==> src/rtl/reserve_table_pkg.sv <==
// Shared encodings for the reservation unit: op codes, CR/XER field positions, CR0 builder.
package reserve_table_pkg;
    localparam int RESERVE_OP_W = 3;
    localparam int CR_WIDTH     = 32;
    localparam int SPR_WIDTH    = 32;
    localparam int XER_SO_BIT   = 0;

    typedef enum logic [RESERVE_OP_W-1:0] {
        OP_NONE = 3'd0,
        OP_LD   = 3'd1,
        OP_ST   = 3'd2,
        OP_WR   = 3'd3,
        OP_CLR  = 3'd4
    } reserve_op_e;

    // CR0 = {LT, GT, EQ, SO}; a conditional store never reports LT/GT.
    function automatic logic [0:3] cr0_field(input logic eq, input logic so);
        return {2'b00, eq, so};
    endfunction
endpackage

==> src/rtl/reserve_table_entry.sv <==
// One reservation channel: valid/length/granule state, snoop self-clear and compare outputs.
// With RESERVE_TIMEOUT_EN defined, a per-channel lifetime counter retires stale reservations.
module reserve_entry #(
    parameter int ADDR_W      = 32,
    parameter int GRAN_BITS   = 2,
    parameter int TIMEOUT_CYC = 1024
)(
    input  logic                          clk,
    input  logic                          rst_n,
    input  logic                          set,
    input  logic                          clr,
    input  logic                          snoop,
    input  logic [0:3]                    op_len,
    input  logic [0:ADDR_W-GRAN_BITS-1]   op_gaddr,
    input  logic [0:ADDR_W-GRAN_BITS-1]   snoop_gaddr,
    output logic                          valid,
    output logic                          live,
    output logic                          len_hit,
    output logic                          ghit
);
    logic [0:3]                  len_q;
    logic [0:ADDR_W-GRAN_BITS-1] gaddr_q;
    logic                        snoop_hit;
    logic                        expired;
    logic                        expire_next;

    assign snoop_hit = snoop && valid && (gaddr_q == snoop_gaddr);
    assign ghit      = valid && (gaddr_q == op_gaddr);
    assign len_hit   = (len_q == op_len);
    // A same-cycle snoop or an expired timer already counts as lost for this cycle's ST.
    assign live      = valid && !snoop_hit && !expired;

`ifdef RESERVE_TIMEOUT_EN
    localparam int CNT_W = $clog2(TIMEOUT_CYC + 1);
    logic [CNT_W-1:0] cnt;

    assign expired     = valid && (cnt == CNT_W'(TIMEOUT_CYC));
    assign expire_next = valid && (cnt == CNT_W'(TIMEOUT_CYC - 1));

    always_ff @(posedge clk or negedge rst_n) begin
        if (!rst_n)
            cnt <= '0;
        else if (set)
            cnt <= '0;
        else if (valid && cnt != CNT_W'(TIMEOUT_CYC))
            cnt <= cnt + 1'b1;
    end
`else
    logic unused_timeout;
    assign unused_timeout = (TIMEOUT_CYC > 0);
    assign expired        = 1'b0;
    assign expire_next    = 1'b0;
`endif

    // A load always wins over any clear source in the same cycle.
    always_ff @(posedge clk or negedge rst_n) begin
        if (!rst_n) begin
            valid   <= 1'b0;
            len_q   <= '0;
            gaddr_q <= '0;
        end else if (set) begin
            valid   <= 1'b1;
            len_q   <= op_len;
            gaddr_q <= op_gaddr;
        end else if (clr || snoop_hit || expire_next) begin
            valid   <= 1'b0;
        end
    end
endmodule

==> src/rtl/reserve_table.sv <==
// Multi-channel lwarx/stwcx. reservation unit: per-channel entries, store qualification and CR0.
// Optional reservation lifetime timer enabled by defining RESERVE_TIMEOUT_EN.
module reserve_table
    import reserve_table_pkg::*;
#(
    parameter int NUM_CH      = 4,
    parameter int CH_W        = 2,
    parameter int ADDR_W      = 32,
    parameter int GRAN_BITS   = 2,
    parameter int STRICT      = 0,
    parameter int TIMEOUT_CYC = 1024
)(
    input  logic                    clk,
    input  logic                    rst_n,
    input  logic [RESERVE_OP_W-1:0] Op,
    input  logic [CH_W-1:0]         CH_ID,
    input  logic [0:3]              RESERVE_LENGTH,
    input  logic [0:ADDR_W-1]       RESERVE_ADDR,
    input  logic [0:CR_WIDTH-1]     CRrd,
    input  logic [0:SPR_WIDTH-1]    XERrd,
    input  logic                    SNOOP_VALID,
    input  logic [0:ADDR_W-1]       SNOOP_ADDR,
    output logic [0:CR_WIDTH-1]     CRwd,
    output logic                    DMWr_mask,
    output logic [NUM_CH-1:0]       RESERVE_VALID
);
    localparam int GA_W = ADDR_W - GRAN_BITS;

    logic [0:GA_W-1]   op_gaddr, snoop_gaddr;
    reserve_op_e       op;
    logic [NUM_CH-1:0] ch_sel, live, len_hit, ghit, set, clr;
    logic              sel_live, st_match, store_done, eq, cr_upd;

    assign op_gaddr    = RESERVE_ADDR[0:GA_W-1];
    assign snoop_gaddr = SNOOP_ADDR[0:GA_W-1];

    logic unused_bits;
    assign unused_bits = ^{RESERVE_ADDR[GA_W:ADDR_W-1], SNOOP_ADDR[GA_W:ADDR_W-1],
                           CRrd[0:3], XERrd};

    // Out-of-range channel ids degrade to a no-op.
    always_comb begin
        op = OP_NONE;
        if (int'(CH_ID) < NUM_CH)
            op = reserve_op_e'(Op);
        for (int k = 0; k < NUM_CH; k++)
            ch_sel[k] = (int'(CH_ID) == k);
    end

    assign sel_live = |(ch_sel & live);
    assign st_match = sel_live && |(ch_sel & len_hit) && |(ch_sel & ghit);

    // DMWr_mask also qualifies LD/NONE cycles, so it defaults high.
    always_comb begin
        DMWr_mask  = 1'b1;
        eq         = 1'b0;
        cr_upd     = 1'b0;
        store_done = 1'b0;
        set        = '0;
        clr        = '0;
        case (op)
            OP_LD:  set = ch_sel;
            OP_ST: begin
                cr_upd = 1'b1;
                clr    = ch_sel;
                if (st_match)
                    eq = 1'b1;
                else if (!sel_live || STRICT != 0)
                    eq = 1'b0;
                else
                    eq = 1'b1;
                DMWr_mask  = eq;
                store_done = eq;
            end
            OP_WR:  store_done = 1'b1;
            OP_CLR: clr = ch_sel;
            default: ;
        endcase
        // Any store that reaches memory kills other channels' reservations on that granule.
        if (store_done)
            clr = clr | (ghit & ~ch_sel);
    end

    assign CRwd = cr_upd ? {cr0_field(eq, XERrd[XER_SO_BIT]), CRrd[4:CR_WIDTH-1]} : CRrd;

    logic [NUM_CH-1:0] valid;
    assign RESERVE_VALID = valid;

    for (genvar k = 0; k < NUM_CH; k++) begin : g_ch
        reserve_entry #(
            .ADDR_W      (ADDR_W),
            .GRAN_BITS   (GRAN_BITS),
            .TIMEOUT_CYC (TIMEOUT_CYC)
        ) u_entry (
            .clk         (clk),
            .rst_n       (rst_n),
            .set         (set[k]),
            .clr         (clr[k]),
            .snoop       (SNOOP_VALID),
            .op_len      (RESERVE_LENGTH),
            .op_gaddr    (op_gaddr),
            .snoop_gaddr (snoop_gaddr),
            .valid       (valid[k]),
            .live        (live[k]),
            .len_hit     (len_hit[k]),
            .ghit        (ghit[k])
        );
    end
endmodule
==> config.mk <==
export PLATFORM = sky130hd
export DESIGN_NAME = reserve_table
export DESIGN_NICKNAME = d
export VERILOG_FILES = /design/src/rtl/reserve_table_pkg.sv /design/src/rtl/reserve_table_entry.sv /design/src/rtl/reserve_table.sv
export SDC_FILE = /design/constraint.sdc
export NUM_CORES = 1
export LEC_CHECK = 0
export ABC_CLOCK_PERIOD_IN_PS = 2300
export CORE_UTILIZATION = 45
export CTS_CLUSTER_SIZE = 25
export DETAILED_ROUTE_END_ITERATION = 10
export GPL_ROUTABILITY_DRIVEN = 0
export PLACE_DENSITY_LB_ADDON = 0.2
export SYNTH_ARGS = -nofsm -noshare
export SYNTH_HDL_FRONTEND = slang
export SYNTH_SLANG_ARGS = --single-unit
export TNS_END_PERCENT = 20
==> constraint.sdc <==
create_clock -name clk -period 2.3 [get_ports clk]
set_input_delay 0.46 -clock clk [delete_from_list [all_inputs] [get_ports clk]]
set_output_delay 0.46 -clock clk [all_outputs]
set_load 0.01 [all_outputs]
* Yosys cells after proc, flatten, opt, wreduce, memory -nomap -nowiden
Cells that the tools add are included.
Cells by class: eq/ne operators 19, mux-type cells 18, bitwise operators 6, reductions and logical operators 35
Operators with widths (number):
- $eq A30 B30 Y1 | 8
- $mux W32 | 1
- $logic_and A1 B1 Y1 | 18
- $and A4 B4 Y4 | 4
- $eq A4 B4 Y1 | 4
- $mux W1 | 13
- $mux W4 | 3
- $reduce_or A4 Y1 | 3
- $reduce_bool A2 Y1 | 4
- $eq A3 B2 Y1 const B | 2
- $eq A2 B2 Y1 const B | 2
- $logic_not A1 Y1 | 4
- $logic_or A1 B1 Y1 | 4
- $not A4 Y4 | 1
- $or A4 B4 Y4 | 1
- $eq A3 B1 Y1 const B | 1
- $eq A3 B3 Y1 const B | 1
- $eq A2 B1 Y1 const B | 1
- $logic_not A2 Y1 | 1
- $pmux W1 S2 | 1
- $reduce_or A2 Y1 | 1
Storage, ports and cells: flip-flop bits (word level) 140, bits of input ports 140, output and inout bits 37, word-level logic and storage cells 90

* Logic depth before layout (Yosys ltp)
depth after elaboration 14, mapped depth 7, depth with buffers taken out 6

* Modules after synthesis
A second synthesis with hierarchy kept.
Second synthesis, totals: cells, all modules 705, area total of the unflattened synthesis 8438.1 µm²
By module, submodules not included:
- reserve_entry | instances 4, cells each 161, area each 1995.7 µm², sequential area each 875.8 µm²
- reserve_table | instances 1, cells each 61, area each 455.4 µm², sequential area each 0.0 µm²

* Least setup slack after synthesis
Ideal clock, no wire load.
path type input to output, start point input SNOOP_ADDR[23] (netlist name), end point output CRwd[2] (netlist name), arrival time 1863 ps, required time 1840 ps, setup slack -23 ps, cell stages on the path 7, path buffers 1, cell sequence buf_2 xnor2_1 nand4_1 nor4_1 a211o_1 and3_1 o41ai_1
Between the ends: word-level cells in the longest chain between the ends 11, elaborated cells between the ends (all ways) 24, classes of those cells 4 x eq/ne; 4 x mux; 1 x bitwise; 15 x reduce/logical
RTL lines:
- from (decl) | line reserve_table.sv:22 | input logic [0:ADDR_W-1] SNOOP_ADDR,
- $eq A30 B30 Y1 | line reserve_table_entry.sv:27 | assign snoop_hit = snoop && valid && (gaddr_q == snoop_gaddr);
- $logic_and A1 B1 Y1 | line reserve_table_entry.sv:27
- $logic_not A1 Y1 | line reserve_table_entry.sv:31 | assign live = valid && !snoop_hit && !expired;
- $logic_and A1 B1 Y1 | line reserve_table_entry.sv:31
- $and A4 B4 Y4 * | line reserve_table.sv:50 | assign sel_live = |(ch_sel & live);
- $reduce_or A4 Y1 * | line reserve_table.sv:50
- $logic_and A1 B1 Y1 (2 in series) | line reserve_table.sv:51 | assign st_match = sel_live && |(ch_sel & len_hit) && |(ch_sel & ghit);
- $mux W1 * | line reserve_table.sv:66 | if (st_match)
- $mux W1 * | line reserve_table.sv:61 | case (op)
- $mux W32 * | line reserve_table.sv:84 | assign CRwd = cr_upd ? {cr0_field(eq, XERrd[XER_SO_BIT]), CRrd[4:CR_WIDTH-1]} : CRrd;
- to (decl) | line reserve_table.sv:23 | output logic [0:CR_WIDTH-1] CRwd,
Mark *: on every way between the ends. The rest lies on a longest branch, timed or not.

* Final worst setup path
start point input SNOOP_ADDR[6] (netlist name), end point output CRwd[2] (netlist name)
Same word-level chain as after synthesis.

==> reports/metrics.csv <==
stage;metric;value;unit
timing;setup_violations;6;
power_and_ir_drop;p_sw;3050;uW
worst_setup_path;slowest_delay;0.36;ns
timing;setup_tns;-1.91;ns
routing;drtIter0Drc;501;
timing;timing.slew.headroom;0.667;
die;dieArea;18300;um^2
yosys;syn_area;8010;um^2
power_and_ir_drop;powerDensity;839;nW/um^2
power_and_ir_drop;total_power;9410;uW
timing;setup_ws;-0.685;ns
layout;drive_above_1_share;0.424;
worst_setup_path;crit_path_max_fanout;4;
timing;tightest_slew;0.499;ns
layout;layout.nets;1095;
clock_tree;clock_path_buffers;2;
routing;ant_nets;0;
timing;period_needed;2.98;ns
routing;wl_per_cell;22.6;um
layout;n_antenna_cell;0;
timing;post-route-period-util;1.30;
yosys;ys_ff_latch;124;
power_and_ir_drop;switching_share;0.324;
power_and_ir_drop;pwr-share-seq;0.331;
yosys;yosys_warnings;0;
layout;final_cell_mix;buf_4, dfrtp_1, xnor2_1, mux2_2, xor2_1;
worst_setup_path;path_buf_inv;3;
grt;overflow;0;
worst_setup_path;r2r_end;g_ch[3].u_entry.valid;
grt;grt_pass1_vias;6870;
timing;rsz0062_at_grt;true;
clock_tree;path_clk_slew;0.06;ns
clock_tree;clk_latency;0.43;ns
yosys;ys.flop_type;dfrtp_1;
yosys;synth_edf_count;0;
routing;dr.pass1.iters;6;
worst_setup_path;ff2ff_setup_slack;-0.20;ns
power_and_ir_drop;power_frac_comb;0.385;
worst_setup_path;crit_path_end_kind;output port;
die;core-area;17400;um^2
power_and_ir_drop;p_clk_frac;0.285;
yosys;avgSynthCellArea;11.2;um^2
worst_setup_path;crit_chain;dlygate4sd2_1 -> buf_4 -> xor2_2 -> nor4_2 -> nand4_1 -> o211ai_2 -> and3_4 -> o41ai_2 -> buf_2;
clock_tree;htreeDepth;4;
worst_setup_path;cp_top_family;simple AND/OR/NAND/NOR gates;
yosys;yosysSeqAreaShare;0.388;
grt;antenna_found_initial;0;
routing;drc_errors;0;
worst_setup_path;path_class;in -> out;
clock_tree;cts_buffers;17;
status;violations;setup timing;
yosys;syn_inst;716;
timing;fmax;335;MHz
grt;grt_first_pass_wirelength;40700;um
worst_setup_path;cpMaxStageDelayCell;nor4_2;
routing;routed_via_density;5.45;
flow_run;maxCapViolCount;0;
clock_tree;cts_tree;yes;
worst_setup_path;path_depth;9;
placed_design;hpwl;20800;um
die;start_util;0.461;
worst_setup_path;cp-endpoint;CRwd[2];
worst_hold_path;hold_path_class;in -> async;
timing;skew;0.00892;ns
layout;final_common_cell;buf_4;
layout;syn_to_final_growth;40.1;%
grt;grt_max_degree;82;
power_and_ir_drop;p_leak;0.00498;uW
worst_setup_path;reg2regPathDepth;9;
routing;num_vias;6501;
timing;slew_violations;0;
worst_setup_path;start_kind;input port;
die;ioPinCount;177;
layout;multi_input_area;4630;um^2
layout;regArea;3100;um^2
routing;drt_wl_total;26900;um
yosys;synth_nets;856;
grt;grt_use_total;0.310;
yosys;synth_top_cell_by_area;dfrtp_1;
power_and_ir_drop;vdd_ir_drop_max;571;uV
die;rows;48;
worst_setup_path;cp-startpoint;SNOOP_ADDR[6];
clock_tree;cts-root-buf;clkbuf_16;
clock_tree;cts_sinks;124;
die;dieHeight;135;um
die;die_w;135;um
status;status;finished with violations;
placed_design;port_buffers;81;
yosys;yosysTopAreaCellShare;0.388;
layout;nFillCells;1339;
power_and_ir_drop;internal_power;6360;uW
yosys;async_flop_share;1.00;
timing;final_hold_viol_count;0;
yosys;synth_cell_types;40;
worst_setup_path;reg2reg_from;g_ch[2].u_entry.gaddr_q[24];
worst_setup_path;crit_arrival;2.52;ns
worst_setup_path;required;1.84;ns
yosys;synth_area_leaders;dfrtp_1, xnor2_1, mux2_2, xor2_1, buf_4;
-- routing by layer --
| layer | track usage | wire length, um | vias up |
|---|---|---|---|
| met5 | 0 | 0 | - |
| met4 | 0.188 | 1700 | 0 |
| met3 | 0.0647 | 1820 | 139 |
| met2 | 0.496 | 12400 | 289 |
| met1 | 0.385 | 11000 | 3167 |
| li1 | - | - | 2906 |
-- synth_stat cells (5+ instances only) --
| cell type | n |
|---|---|
| nor4_1 | 27 |
| mux2_2 | 100 |
| buf_2 | 11 |
| xnor2_1 | 146 |
| nand3_1 | 10 |
| buf_6 | 7 |
| nand4_1 | 39 |
| nor2_1 | 7 |
| mux2_1 | 21 |
| clkbuf_1 | 39 |
| xor2_1 | 92 |
| nor3_1 | 11 |
| buf_4 | 33 |
| dfrtp_1 | 124 |
| a211oi_1 | 5 |
-- kinds of logic after synthesis --
logic type,count (synthesis),share of synthesized area
buffers and inverters,98,0.0709
muxes,121,0.170
xor gates and xnor gates,240,0.264
DFF,124,0.388
AOI/OAI and AO/OA,25,0.0225
and+or+nand+nor,108,0.0844
-- area by class of cell --
class	count	area share
well taps	225	0.0251
clock buffers	24	0.0438
flip-flops and latches	124	0.277
multi-input cells	494	0.413
repair buffers	312	0.232
clock inverters	7	0.00781
inverters	6	0.00201
-- state kept, by name (all words and copies together) (netlist names) --
register              cells
g_ch.u_entry.gaddr_q    120
g_ch.u_entry.valid        4
-- power groups by stage --
stage	registers [uW]	clock network (uW)	logic, uW
2_1_floorplan	3150	0	1610
3_3_place_gp	3080	0	3380
3_5_place_dp	3100	0	3440
4_1_cts	3100	2710	3550
5_1_grt	3170	2810	3810
6_report	3110	2680	3620
-- how the worst min path moves through the flow --
stage,from,end,slack (ns),cells after the start
global route,rst_n,g_ch[3].u_entry.gaddr_q[9],0.47,2
detailed placement,rst_n,g_ch[3].u_entry.gaddr_q[9],0.34,1
finish,rst_n,g_ch[2].u_entry.gaddr_q[9],0.44,2
global placement,rst_n,g_ch[3].u_entry.gaddr_q[9],0.34,1
CTS,rst_n,g_ch[3].u_entry.gaddr_q[9],0.44,2
floorplan,rst_n,g_ch[0].u_entry.gaddr_q[0],0.16,0
-- through the flow --
stage	setup slack (ns)	util	cells	area [um^2]	hold WS [ns]
floorplan	0.000320	-	716	8020	0.164
global placement	-1.29	0.595	1151	10300	0.340
detailed placement	-1.34	0.595	1151	10300	0.341
CTS	-0.640	0.643	1191	11200	0.437
global route	-0.682	0.646	1192	11200	0.470
finish	-0.685	0.646	1192	11200	0.439
-- repair_timing --
item	CTS	global route
hold endpoints to repair	15	0
buffers inserted	8	1
pin swaps	25	10
hold buffers	1	0
resized for setup	76	10
gates cloned	0	0
setup endpoints to repair	9	7
No activity file was read; power rests on OpenSTA's default activity.
